--- src/rtl/mem_stage.sv ---
// Memory stage: issues one data-bus access per load/store, aligns load data and
// registers the writeback bundle. Optional bus-wait timeout enabled by DMEM_TIMEOUT_EN.
module mem_stage #(
    parameter int TIMEOUT_CYCLES = 64
) (
    input  logic        clk,
    input  logic        rst_n,
    input  logic        ex_valid,
    input  logic        ex_mem_rd,
    input  logic        ex_mem_wr,
    input  logic [1:0]  ex_mem_size,
    input  logic        ex_mem_unsigned,
    input  logic [31:0] ex_addr,
    input  logic [31:0] ex_store_data,
    input  logic [4:0]  ex_rd_addr,
    input  logic [11:0] ex_csr_addr,
    input  logic [31:0] ex_csr_wdata,
    input  logic        ex_trap_valid,
    input  logic [31:0] ex_trap_mcause,
    input  logic [31:0] ex_pc,
    output logic        mem_stall,
    output logic        dmem_req,
    output logic        dmem_we,
    output logic [31:0] dmem_addr,
    output logic [31:0] dmem_wdata,
    output logic [3:0]  dmem_wstrb,
    input  logic        dmem_ack,
    input  logic [31:0] dmem_rdata,
    output logic        wb_q_valid,
    output logic        wb_q_trap_valid,
    output logic [31:0] wb_q_trap_mcause,
    output logic [31:0] wb_q_trap_pc,
    output logic [31:0] wb_q_rd_wdata,
    output logic [31:0] wb_q_csr_wdata,
    output logic [4:0]  wb_q_rd_addr,
    output logic [11:0] wb_q_csr_addr
);

    typedef enum logic [0:0] {IDLE = 1'b0, BUSY = 1'b1} state_t;

    state_t      state_r;
    state_t      state_s;
    logic        alu_s;
    logic        start_s;
    logic        done_s;
    logic        trap_s;
    logic [31:0] cause_s;
    logic        timeout_s;
    logic        is_mem_s;
    logic        misalign_s;

    logic [4:0]  req_rd_addr_r;
    logic [1:0]  req_size_r;
    logic [1:0]  req_off_r;
    logic        req_uns_r;
    logic [31:0] req_pc_r;

    function automatic logic [3:0] wstrb_f(input logic [1:0] size, input logic [1:0] off);
        case (size)
            2'b00:   wstrb_f = 4'b0001 << off;
            2'b01:   wstrb_f = 4'b0011 << off;
            default: wstrb_f = 4'b1111;
        endcase
    endfunction

    function automatic logic [31:0] wdata_f(input logic [1:0] size, input logic [31:0] data);
        case (size)
            2'b00:   wdata_f = {4{data[7:0]}};
            2'b01:   wdata_f = {2{data[15:0]}};
            default: wdata_f = data;
        endcase
    endfunction

    function automatic logic misalign_f(input logic [1:0] size, input logic [1:0] off);
        case (size)
            2'b00:   misalign_f = 1'b0;
            2'b01:   misalign_f = off[0];
            default: misalign_f = (off != 2'b00);
        endcase
    endfunction

    function automatic logic [31:0] load_ext_f(input logic [1:0] size, input logic [1:0] off,
                                               input logic uns, input logic [31:0] rdata);
        logic [7:0]  b;
        logic [15:0] h;
        b = 8'(rdata >> {off, 3'b000});
        h = off[1] ? rdata[31:16] : rdata[15:0];
        case (size)
            2'b00:   load_ext_f = uns ? {24'd0, b} : {{24{b[7]}}, b};
            2'b01:   load_ext_f = uns ? {16'd0, h} : {{16{h[15]}}, h};
            default: load_ext_f = rdata;
        endcase
    endfunction

    assign is_mem_s   = ex_mem_rd | ex_mem_wr;
    assign misalign_s = misalign_f(ex_mem_size, ex_addr[1:0]);
    assign mem_stall  = (state_r == BUSY);

`ifdef DMEM_TIMEOUT_EN
    localparam int CNT_W = $clog2(TIMEOUT_CYCLES + 1);
    localparam logic [CNT_W-1:0] CNT_LAST = CNT_W'(TIMEOUT_CYCLES - 1);

    logic [CNT_W-1:0] busy_cnt_r;

    // Count cycles spent waiting in BUSY; restarts with every new bus request
    always_ff @(posedge clk or negedge rst_n) begin
        if (!rst_n) begin
            busy_cnt_r <= {CNT_W{1'b0}};
        end else if (start_s) begin
            busy_cnt_r <= {CNT_W{1'b0}};
        end else if (state_r == BUSY) begin
            busy_cnt_r <= busy_cnt_r + CNT_W'(1);
        end
    end

    assign timeout_s = (state_r == BUSY) && (busy_cnt_r == CNT_LAST);
`else
    assign timeout_s = 1'b0;
`endif

    // State register
    always_ff @(posedge clk or negedge rst_n) begin
        if (!rst_n) begin
            state_r <= IDLE;
        end else begin
            state_r <= state_s;
        end
    end

    // Next-state and per-cycle action decode
    always_comb begin
        state_s = state_r;
        alu_s   = 1'b0;
        start_s = 1'b0;
        done_s  = 1'b0;
        trap_s  = 1'b0;
        cause_s = 32'd0;
        case (state_r)
            IDLE: begin
                if (!ex_valid) begin
                    state_s = IDLE;
                end else if (ex_trap_valid) begin
                    trap_s  = 1'b1;
                    cause_s = ex_trap_mcause;
                end else if (!is_mem_s) begin
                    alu_s = 1'b1;
                end else if (misalign_s) begin
                    trap_s  = 1'b1;
                    cause_s = ex_mem_wr ? 32'd6 : 32'd4;
                end else begin
                    start_s = 1'b1;
                    state_s = BUSY;
                end
            end
            BUSY: begin
                // An ack on the final timeout cycle still completes the access
                if (dmem_ack) begin
                    done_s  = 1'b1;
                    state_s = IDLE;
                end else if (timeout_s) begin
                    trap_s  = 1'b1;
                    cause_s = dmem_we ? 32'd7 : 32'd5;
                    state_s = IDLE;
                end else begin
                    state_s = BUSY;
                end
            end
            default: state_s = IDLE;
        endcase
    end

    // Bus request registers and writeback bundle
    always_ff @(posedge clk or negedge rst_n) begin
        if (!rst_n) begin
            dmem_req         <= 1'b0;
            dmem_we          <= 1'b0;
            dmem_addr        <= 32'd0;
            dmem_wdata       <= 32'd0;
            dmem_wstrb       <= 4'd0;
            wb_q_valid       <= 1'b0;
            wb_q_trap_valid  <= 1'b0;
            wb_q_trap_mcause <= 32'd0;
            wb_q_trap_pc     <= 32'd0;
            wb_q_rd_wdata    <= 32'd0;
            wb_q_csr_wdata   <= 32'd0;
            wb_q_rd_addr     <= 5'd0;
            wb_q_csr_addr    <= 12'd0;
            req_rd_addr_r    <= 5'd0;
            req_size_r       <= 2'd0;
            req_off_r        <= 2'd0;
            req_uns_r        <= 1'b0;
            req_pc_r         <= 32'd0;
        end else begin
            wb_q_valid      <= 1'b0;
            wb_q_trap_valid <= 1'b0;
            if (alu_s) begin
                wb_q_valid       <= 1'b1;
                wb_q_trap_mcause <= 32'd0;
                wb_q_trap_pc     <= ex_pc;
                wb_q_rd_addr     <= ex_rd_addr;
                wb_q_rd_wdata    <= ex_addr;
                wb_q_csr_addr    <= ex_csr_addr;
                wb_q_csr_wdata   <= ex_csr_wdata;
            end else if (trap_s) begin
                wb_q_valid       <= 1'b1;
                wb_q_trap_valid  <= 1'b1;
                wb_q_trap_mcause <= cause_s;
                wb_q_trap_pc     <= (state_r == BUSY) ? req_pc_r : ex_pc;
                wb_q_rd_addr     <= 5'd0;
                wb_q_rd_wdata    <= 32'd0;
                wb_q_csr_addr    <= 12'd0;
                wb_q_csr_wdata   <= 32'd0;
                dmem_req         <= 1'b0;
                dmem_we          <= 1'b0;
            end else if (start_s) begin
                dmem_req      <= 1'b1;
                dmem_we       <= ex_mem_wr;
                dmem_addr     <= {ex_addr[31:2], 2'b00};
                dmem_wdata    <= wdata_f(ex_mem_size, ex_store_data);
                dmem_wstrb    <= wstrb_f(ex_mem_size, ex_addr[1:0]);
                req_rd_addr_r <= ex_rd_addr;
                req_size_r    <= ex_mem_size;
                req_off_r     <= ex_addr[1:0];
                req_uns_r     <= ex_mem_unsigned;
                req_pc_r      <= ex_pc;
            end else if (done_s) begin
                wb_q_valid       <= 1'b1;
                wb_q_trap_mcause <= 32'd0;
                wb_q_trap_pc     <= req_pc_r;
                wb_q_rd_addr     <= dmem_we ? 5'd0 : req_rd_addr_r;
                wb_q_rd_wdata    <= dmem_we ? 32'd0
                                            : load_ext_f(req_size_r, req_off_r, req_uns_r, dmem_rdata);
                wb_q_csr_addr    <= 12'd0;
                wb_q_csr_wdata   <= 32'd0;
                dmem_req         <= 1'b0;
                dmem_we          <= 1'b0;
            end else begin
                dmem_req <= dmem_req;
            end
        end
    end

endmodule

--- config.mk ---
export PLATFORM = sky130hd
export DESIGN_NAME = mem_stage
export DESIGN_NICKNAME = d
export VERILOG_FILES = /design/src/rtl/mem_stage.sv
export SDC_FILE = /design/constraint.sdc
export NUM_CORES = 1
export LEC_CHECK = 0
export CORE_ASPECT_RATIO = 0.75
export CORE_MARGIN = 3
export CORE_UTILIZATION = 43
export DETAILED_ROUTE_END_ITERATION = 10
export PLACE_DENSITY = 0.86
export SYNTH_ARGS = -nofsm -noshare
export SYNTH_HDL_FRONTEND = slang
export SYNTH_SLANG_ARGS = --single-unit
--- constraint.sdc ---
create_clock -name clk -period 2.2 [get_ports clk]
set_input_delay 0.66 -clock clk [delete_from_list [all_inputs] [get_ports clk]]
set_output_delay 0.66 -clock clk [all_outputs]
set_load 0.05 [all_outputs]
==> results of run 1 <==
## flip-flops by register name (all words and copies together) (netlist names), 2 cells and up
signal	cells
req_size_r	2
wb_q_trap_pc	32
wb_q_csr_wdata	32
wb_q_rd_wdata	32
dmem_wstrb	4
wb_q_trap_mcause	32
req_pc_r	32
dmem_addr	30
dmem_wdata	32
wb_q_rd_addr	5
req_rd_addr_r	5
wb_q_csr_addr	12
req_off_r	2
## metrics by stage
| stage | instance area (sq um) | hold WS (ps) | std cells | TNS (ps) |
|---|---|---|---|---|
| global route | 16800 | 31.7 | 1703 | -17.2 |
| CTS | 16500 | 22.5 | 1690 | -8.87 |
| finish | 16800 | 29.4 | 1703 | 0 |
| global placement | 15700 | 463 | 1639 | -101450 |
| floorplan | 10800 | 364 | 871 | -15.6 |
| detailed placement | 15700 | 469 | 1639 | -114490 |
## cell usage after synthesis (all sizes together)
cell type	n
a21o	1
a21oi	31
a221oi	13
a22o	74
a22oi	24
a2bb2oi	1
a32oi	1
and2	2
buf	35
clkbuf	35
conb	1
dfrtp	258
inv	6
mux2	87
mux2i	59
mux4	1
nand2	62
nand2b	1
nand3	2
nor2	38
nor2b	3
nor3	4
nor4	2
nor4b	1
o21a	1
o21ai	106
o221ai	8
o31a	1
o31ai	1
o32a	7
o41a	1
or2	1
or3	1
xor2	1
## logic make-up after synthesis
| family | Yosys count |
|---|---|
| other cells | 1 |
| flops | 258 |
| simple gates | 117 |
| xor+xnor | 1 |
| compound gates | 270 |
| mux | 147 |
| buf+inv | 76 |
## layout make-up
class                      count  share of cell area
sequential                   258               0.384
timing repair buffer         523               0.300
multi-input combinational    538               0.239
clock buffer                  40              0.0472
tap                          331              0.0246
clock inverter                 7             0.00357
inverter                       6             0.00164
## path summary, 6_finish.rpt
kind	start	end	slack (ps)	depth (start not counted)
max	ex_valid	wb_q_rd_addr[3]	40	10
min reg2reg	wb_q_trap_pc[9]	wb_q_trap_pc[9]	470	2
min in group clk	wb_q_trap_pc[9]	wb_q_trap_pc[9]	470	2
min	rst_n	dmem_addr[4]	30	1
max in group asynchronous	rst_n	wb_q_trap_pc[11]	1540	2
max reg2reg	req_size_r[0]	wb_q_rd_wdata[29]	110	3
## worst max-delay path: cells and delay by family
family,cells,cell delay [ps]
buffers and inverters,5,1000
AOI/OAI and AO/OA,2,530
and+or+nand+nor,3,370
## power by group
group | internal [mW] | switching, mW
Combinational | 2.58 | 4.92
Clock | 2.59 | 1.84
Sequential | 5.80 | 0.682
Total | 11.0 | 7.44
## metal layers
layer	routed length, um	vias up	track usage
met5	9	-	0
li1	-	4165	-
met3	3220	85	0.0761
met4	1420	2	0.0858
met2	18900	426	0.461
met1	15300	4665	0.333
## timing repair
item / in CTS / in global routing
resized for setup: 118 / 22
gates cloned: 2 / 8
setup endpoints to repair: 228 / 65
pin swaps: 3 / 7
buffers inserted: 2 / 6
hold buffers: 0 / 0
==> flow_metrics.tcl, run 1 <==
set metrics [dict create \
    setup_viol 0 \
    clk_latency_ps 530 \
    numCtsBuffers 27 \
    vdd.ir_drop.worst_mv 0.827 \
    wl_per_cell_um 22.8 \
    drive_above_1_share 0.249 \
    gr-total-overflow 0 \
    worstMarginPinSlew_ps 919 \
    worstPathRequired_ps 2600 \
    first_global_vias 9422 \
    avgSynthCellArea_sq_um 12.3 \
    synth_xor_area_frac 0.000816 \
    synth_largest_area_cell "dfrtp_1" \
    ys_top_cells_by_area "dfrtp_1 (60%), mux2_2 (9.1%), a22o_1 (6.0%)" \
    dieHeight_um 143 \
    ios 437 \
    fp.dieArea_sq_um 26900 \
    num_rows 49 \
    synth_compound_area_frac 0.171 \
    dp_hpwl_um 27700 \
    p_total_mw 18.4 \
    vias 9343 \
    gp_congestion 0.843 \
    drtAntennaViolNets 0 \
    grt_util_all_layers 0.269 \
    start_kind "input port" \
    antenna_found_initial 1 \
    viasPerCell 5.49 \
    start_util 0.442 \
    synth_top_family_by_area "compound AO/OA/AOI/OAI gates" \
    clockBufferDepth 3 \
    finalHoldViolations 0 \
    fill_cells 1753 \
    post-place-ws_ps -676 \
    maxSlewHeadroom 0.382 \
    fin_crit_ps 2160 \
    grt_start_max_net_pins 54 \
    total_leakage_power_nw 7.96 \
    yosysUniqueCellTypes 40 \
    synthAdderAreaFrac 0 \
    synth-seq-cells 258 \
    fin_nets 1573 \
    min_period_over_period 0.983 \
    synthesis.area_sq_um 10700 \
    final_util 0.693 \
    multi_input_area_sq_um 4030 \
    powerDensity_nw_per_um2 1090 \
    cts-root-buf "clkbuf_16" \
    finalClockSkew_ps 12.0 \
    cts_tree "done" \
    crit_arrival_ps 2560 \
    critPathMaxStageDelay_ps 470 \
    area_delta_synth_final_pct 56.8 \
    synthMuxAreaShare 0.148 \
    path_cells "clkdlybuf4s50_1, nor2b_2, o41a_4, buf_4, nor2_4, buf_12, buf_12, buf_4, a221oi_1, nor2_1" \
    max_cap_viol_count 0 \
    route.detailed.drc 0 \
    wirelength_um 38900 \
    cts_num_sinks 258 \
    yosys_warnings 0 \
    first_pass_iters 5 \
    endpoint_kind "flip-flop" \
    path_clk_slew_ps 60 \
    grt_pass1_wl_um 56300 \
    yosys.area_share.simple 0.0457 \
    crit_type "input port to flip-flop" \
    synth_top_area_share 0.601 \
    final_cell_mix "dfrtp_1 (258), clkdlybuf4s50_1 (214), buf_4 (160)" \
    layout_commonest_cell "dfrtp_1" \
    status "finished, final reports clean" \
    hp-class "input port to asynchronous set/reset pin" \
    ys_seq_area_frac 0.601 \
    antennaDiodeCount 0 \
    port_buffers 434 \
    ctsHtreeMaxLevel 1 \
    cp_max_fo 6 \
    drt_iter0_markers 598 \
    cp_slowest_cell "clkdlybuf4s50_1" \
    worst_slack_ps 36.8 \
    max_freq_ghz 0.462 \
    register_area_sq_um 6460 \
    die_x_um 188 \
    synthCells 870 \
    core-area_sq_um 24300 \
    drv_slew 0 \
]
No activity file was read; power rests on OpenSTA's default activity.
==> run 2: changes to the inputs <==
==> config.mk (replaced) <==
export PLATFORM = sky130hd
export DESIGN_NAME = mem_stage
export DESIGN_NICKNAME = d
export VERILOG_FILES = /design/src/rtl/mem_stage.sv
export SDC_FILE = /design/constraint.sdc
export NUM_CORES = 1
export LEC_CHECK = 0
export CORE_AREA = 3 3 170 172
export DETAILED_ROUTE_END_ITERATION = 10
export DIE_AREA = 0 0 173 175
export PLACE_DENSITY = 0.79
export SYNTH_ARGS = -nofsm -noshare
export SYNTH_HDL_FRONTEND = slang
export SYNTH_SLANG_ARGS = --single-unit
==> constraint.sdc (replaced) <==
create_clock -name clk -period 2.5 [get_ports clk]
set_input_delay 0.75 -clock clk [delete_from_list [all_inputs] [get_ports clk]]
set_output_delay 0.75 -clock clk [all_outputs]
set_load 0.05 [all_outputs]
==> flow_metrics.tcl, run 2 (same netlist as run 1, synthesis figures left out) <==
set metrics [dict create \
    status "finished, final reports clean" \
    p_total_mw 16.5 \
    grtUsageMet2 0.380 \
    powerDensity_nw_per_um2 971 \
    clk_latency_ps 540 \
    drive_above_1_share 0.157 \
    grt_start_max_net_pins 58 \
    port_buffers 434 \
    dp_hpwl_um 26600 \
    ctsHtreeMaxLevel 1 \
    met3_usage 0.0661 \
    met1_usage 0.291 \
    layout_commonest_cell "clkdlybuf4s50_1" \
    grt_pass1_wl_um 55400 \
    antenna_found_initial 0 \
    viasPerCell 5.26 \
    maxSlewHeadroom 0.286 \
    drv_slew 0 \
    area_delta_synth_final_pct 58.1 \
    dp_cells 1673 \
    crit_type "flip-flop to output port" \
    path_delay_family "buffers and inverters" \
    critPathMaxStageDelay_ps 820 \
    first_pass_iters 5 \
    start_util 0.389 \
    cts_tree "done" \
    wirelength_um 35800 \
    vdd.ir_drop.worst_mv 0.799 \
    finalHoldViolations 0 \
    finalClockSkew_ps 7.38 \
    crit_buf_inv 1 \
    gr-total-overflow 0 \
    total_leakage_power_nw 8.26 \
    start_kind "flip-flop" \
    num_rows 61 \
    cts-root-buf "clkbuf_16" \
    crit_path_start "wb_q_trap_mcause[11]" \
    max_freq_ghz 0.406 \
    numCtsBuffers 29 \
    max_cap_viol_count 0 \
    cts_num_sinks 258 \
    core-area_sq_um 27600 \
    setup_viol 0 \
    finalNonFillerCells 1727 \
    route.detailed.drc 0 \
    wl_per_cell_um 20.8 \
    final_cell_mix "clkdlybuf4s50_1 (308), dfrtp_1 (258), o21ai_0 (105)" \
    min_period_over_period 0.986 \
    worstPathRequired_ps 1750 \
    path_clk_slew_ps 60 \
    fp.dieArea_sq_um 30300 \
    crit_arrival_ps 1710 \
    grt_util_all_layers 0.228 \
    vias 9090 \
    worstMarginPinSlew_ps 1070 \
    hp-class "input port to asynchronous set/reset pin" \
    fin_nets 1545 \
    die_x_um 173 \
    antennaDiodeCount 0 \
    gp_congestion 0.861 \
    reg2reg_from "req_size_r[1]" \
    cp_max_fo 2 \
    dieHeight_um 175 \
    clockBufferDepth 3 \
    top_usage_layer "met2" \
    path_cells "clkdlybuf4s50_1" \
    drt_iter0_markers 558 \
    ios 437 \
    cp_slowest_cell "clkdlybuf4s50_1" \
    fin_crit_ps 2460 \
    drtAntennaViolNets 0 \
    endpoint_kind "output port" \
    first_global_vias 9430 \
]
[run 2: cell count changes in the layout (fill, tap and decap cells not counted), sizes merged]
cell,change
clkinv,+2
clkinvlp,+2
buf,-125
dlygate4sd2,-54
dlymetal6s2s,+61
bufinv,+3
inv,+2
clkbuf,-7
o31ai,-1
clkdlybuf4s50,+94
[run 2: final cells by class]
cell class,count,area [sq um]
repair buffers,494,5060
clock buffers,38,820
multi-input cells,537,3950
well taps,378,473
inverters,6,22.5
fillers,2204,10700
clock inverters,16,189
flip-flops and latches,258,6460
[run 2: where the power goes]
part           internal, mW  leakage (nW)  switching, mW
combinational          2.27          4.52           4.12
clock                  2.71         0.501           1.71
sequential             5.11          3.24          0.568
[run 2: path summary, 6_finish.rpt]
| kind | to | cells after the start | slack (ps) |
|---|---|---|---|
| setup / recovery | wb_q_trap_mcause[11] | 1 | 40 |
| hold / removal | req_pc_r[15] | 1 | 150 |
| setup reg to reg | wb_q_rd_wdata[13] | 4 | 470 |
| hold reg to reg | dmem_wdata[18] | 2 | 470 |
| max in group asynchronous | dmem_addr[28] | 2 | 1620 |
| min in group clk | dmem_wdata[18] | 2 | 470 |
[run 2: per-layer routing]
metal / routed length (um) / vias up / part of all wire
li1: - / 4109 / -
met1: 14800 / 4523 / 0.41
met2: 17100 / 388 / 0.48
met3: 2760 / 70 / 0.077
met4: 1210 / 0 / 0.034
met5: 0 / - / 0
[run 2: stage by stage]
| stage | area (sq um) | setup slack [ps] | utilization | hold slack [ps] | setup TNS [ps] |
|---|---|---|---|---|---|
| floorplan | 10700 | 126 | - | 454 | 0 |
| global placement | 15900 | -305 | 0.575 | 460 | -57090 |
| detailed placement | 15900 | -403 | 0.575 | 470 | -65720 |
| CTS | 16800 | 0.774 | 0.609 | 162 | 0 |
| global route | 17000 | -15.5 | 0.614 | 170 | -15.5 |
| finish | 17000 | 36.1 | 0.614 | 152 | 0 |
[run 2: timing repair]
action,CTS,global route
setup endpoints to repair,57,63
buffers inserted,0,0
resized for setup,57,63
hold buffers,0,0
==> edit: new RTL, config.mk and constraints of run 2 <==
Build with the macro `DMEM_TIMEOUT_EN` defined.
--- a/src/rtl/mem_stage.sv
+++ b/src/rtl/mem_stage.sv
@@ -1,5 +1,7 @@
 // Memory stage: issues one data-bus access per load/store, aligns load data and
 // registers the writeback bundle. Optional bus-wait timeout enabled by DMEM_TIMEOUT_EN.
+`define DMEM_TIMEOUT_EN
+
 module mem_stage #(
     parameter int TIMEOUT_CYCLES = 64
 ) (
Formal check against the unedited RTL: no difference found for any inputs over 4 cycles, from zero or initial values and one cycle with rst_n low; that may be too few to reach the edited logic, so the function may still have changed.
==> edit against run 2 <==
- non-clock buffer count grew 7
- critical path type unchanged
- wire length up 5.8%
- die area unchanged
- synthesized area is 6.2% higher
- core utilization grew 2.2 points
- largest power group unchanged
- setup slack improved by 0.0038 ns
- final area is 3.5% higher
- combinational power increased by 3.9%
- sequential power grew 2%
- count of clock-buffer cells in the layout down 1
- power increased by 1.4%
- critical endpoint is now dmem_wdata[2]
- sequential cell count up 7
==> edit: results (changes against run 2) <==
[final_layout]
nNonClkInverters = 25  ; was 6
clock_buffer_count = 37  ; was 38
multi_input_area_share_pct = 24.5  ; was 23.3%
sh_seq_area_pct = 37.7  ; was 38.0%
multi_input_cells = 765  ; was 537
layout-drive-gt1-share_pct = 8.72  ; was 15.7%
syn2layout_area_growth_pct = 54.1  ; was 58.1%
clkCellAreaFrac_pct = 5.40  ; was 5.94%
fin_nets = 1807  ; was 1545
nNonClkBuffers = 501  ; was 494
fillers = 2260  ; was 2204
buf_share_pct = 29.1  ; was 29.8%

[clock_tree]
post_cts_resized = 113  ; was 57
clk_pin_slew_ns = 0.06  ; about the same
cts_root_buf = clkbuf_16  ; unchanged
cts_sinks = 265  ; was 258
post_cts_buffers = 0  ; unchanged
cts_buffers = 29  ; unchanged

[synthesis]
synth.mux.area_fraction_pct = 5.20  ; was 14.8%
ys_warn_count = 0  ; unchanged
synthArstFlopShare_pct = 100  ; unchanged
netlist-cell-type-count = 51  ; was 40
synth.top_cell.area_share_pct = 58.1  ; was 60.1%
synth_fa_ha_area_share_pct = 0.110  ; was 0%
synth_ff_type = dfrtp_1  ; unchanged
ys_top_cells_by_area = dfrtp_1, nand2_1, a22o_1  ; was dfrtp_1, mux2_2, a22o_1
synth-xor-area-share_pct = 0.154  ; was 0.0816%
synth_compound_area_share_pct = 17.3  ; was 17.1%
synth_common_cells = nand2_1, dfrtp_1, a22o_1, o21ai_0, a21oi_1  ; was dfrtp_1, o21ai_0, mux2_2, a22o_1, nand2_1
synth-seq-area-share_pct = 58.1  ; was 60.1%

[power]
p_leak_nw = 9.25  ; was 8.26 nW
switchingPower_mw = 6.76  ; was 6.39 mW
pwr-share-clk_pct = 25.7  ; was 26.8%
peakVddDrop_mv = 0.573  ; was 0.799 mV
p_seq_mw = 5.78  ; was 5.67 mW
power.group.top = combinational logic  ; unchanged

[detailed_routing]
first_iter_violations = 806  ; was 558
drc = 0  ; unchanged
wl_um = 37900  ; was 35800 um
dr.pass1.iters = 4  ; was 5
via_count = 10400  ; was 9090

[die]
n_tap_cell = 378  ; unchanged

[placement]
place_congestion = 0.848  ; was 0.861
dpl-instance-area_um2 = 16500  ; was 15900 um^2
post-dp-hpwl_um = 27200  ; was 26600 um
portBuffers = 434  ; unchanged

[global_routing]
track_usage_pct = 24.2  ; was 22.8%
grt_first_pass_wirelength_um = 59500  ; was 55400 um
grt_max_degree = 71  ; was 58
grt_pass1_vias = 10600  ; was 9430

[status]
status = complete, no violations  ; unchanged

[critical_path]
critical-path-top-delay-family = buffers and inverters  ; unchanged
slowest_stage = clkdlybuf4s50_1  ; unchanged
cp.arrival_ns = 1.71  ; about the same

[sta]
maxSlewHeadroom_pct = 34.2  ; was 28.6%
fin_skew_ns = 0.0192  ; was 0.00738 ns

[worst_hold_path]
min_path_type = in2async  ; unchanged

## edit: cell count changes after synthesis, sizes merged, moves of 8 or more
cell	change
a21o	+15
a21oi	+35
a221oi	-8
a222oi	+8
a22oi	-16
a2bb2oi	+14
buf	+8
inv	+19
mux2	-85
nand2	+254
nor2	+23
o21ai	-31
o221ai	-8
o22ai	+9
## edit: final timing paths
path | depth (start not counted) | from | slack [ns] | endpoint
setup / recovery | 1 | dmem_wdata[2] | 0.04 | dmem_wdata[2]
min in group clk | 2 | dmem_wstrb[2] | 0.47 | dmem_wstrb[2]
setup reg to reg | 8 | busy_cnt_r[0] | 0.22 | wb_q_csr_wdata[27]
hold reg to reg | 2 | dmem_wstrb[2] | 0.47 | dmem_wstrb[2]
hold / removal | 1 | rst_n | 0.09 | wb_q_trap_pc[14]
max in group asynchronous | 2 | rst_n | 1.68 | req_size_r[1]
## edit: cell families (layout without fill, tap and decap cells)
| family | count (synthesis) | in the layout |
|---|---|---|
| other cells | 1 | 2 |
| buf+inv | 109 | 576 |
| xor+xnor | 2 | 2 |
| mux | 59 | 59 |
| simple gates | 413 | 413 |
| compound gates | 288 | 288 |
| fa+ha+maj | 1 | 1 |
| flops | 265 | 265 |
## edit: per-layer routing
metal	routed length, um	track usage (%)	vias to the layer above
met1	15000	30.2	5051
li1	-	-	4795
met5	0	0	-
met4	1510	9.05	0
met2	18700	41.0	467
met3	2710	5.78	94
## edit: through the flow
stage	setup slack (ns)	TNS [ns]	hold WS [ns]	std cells	power, mW
2_1_floorplan	0.257	0	0.445	1139	10.0
5_1_grt	0.0000243	0	0.0928	1984	17.5
3_3_place_gp	-0.330	-55.09	0.453	1931	12.6
6_report	0.0398	0	0.0941	1984	16.7
4_1_cts	0.000430	0	0.0707	1981	16.9
3_5_place_dp	-0.491	-71.97	0.455	1931	12.8
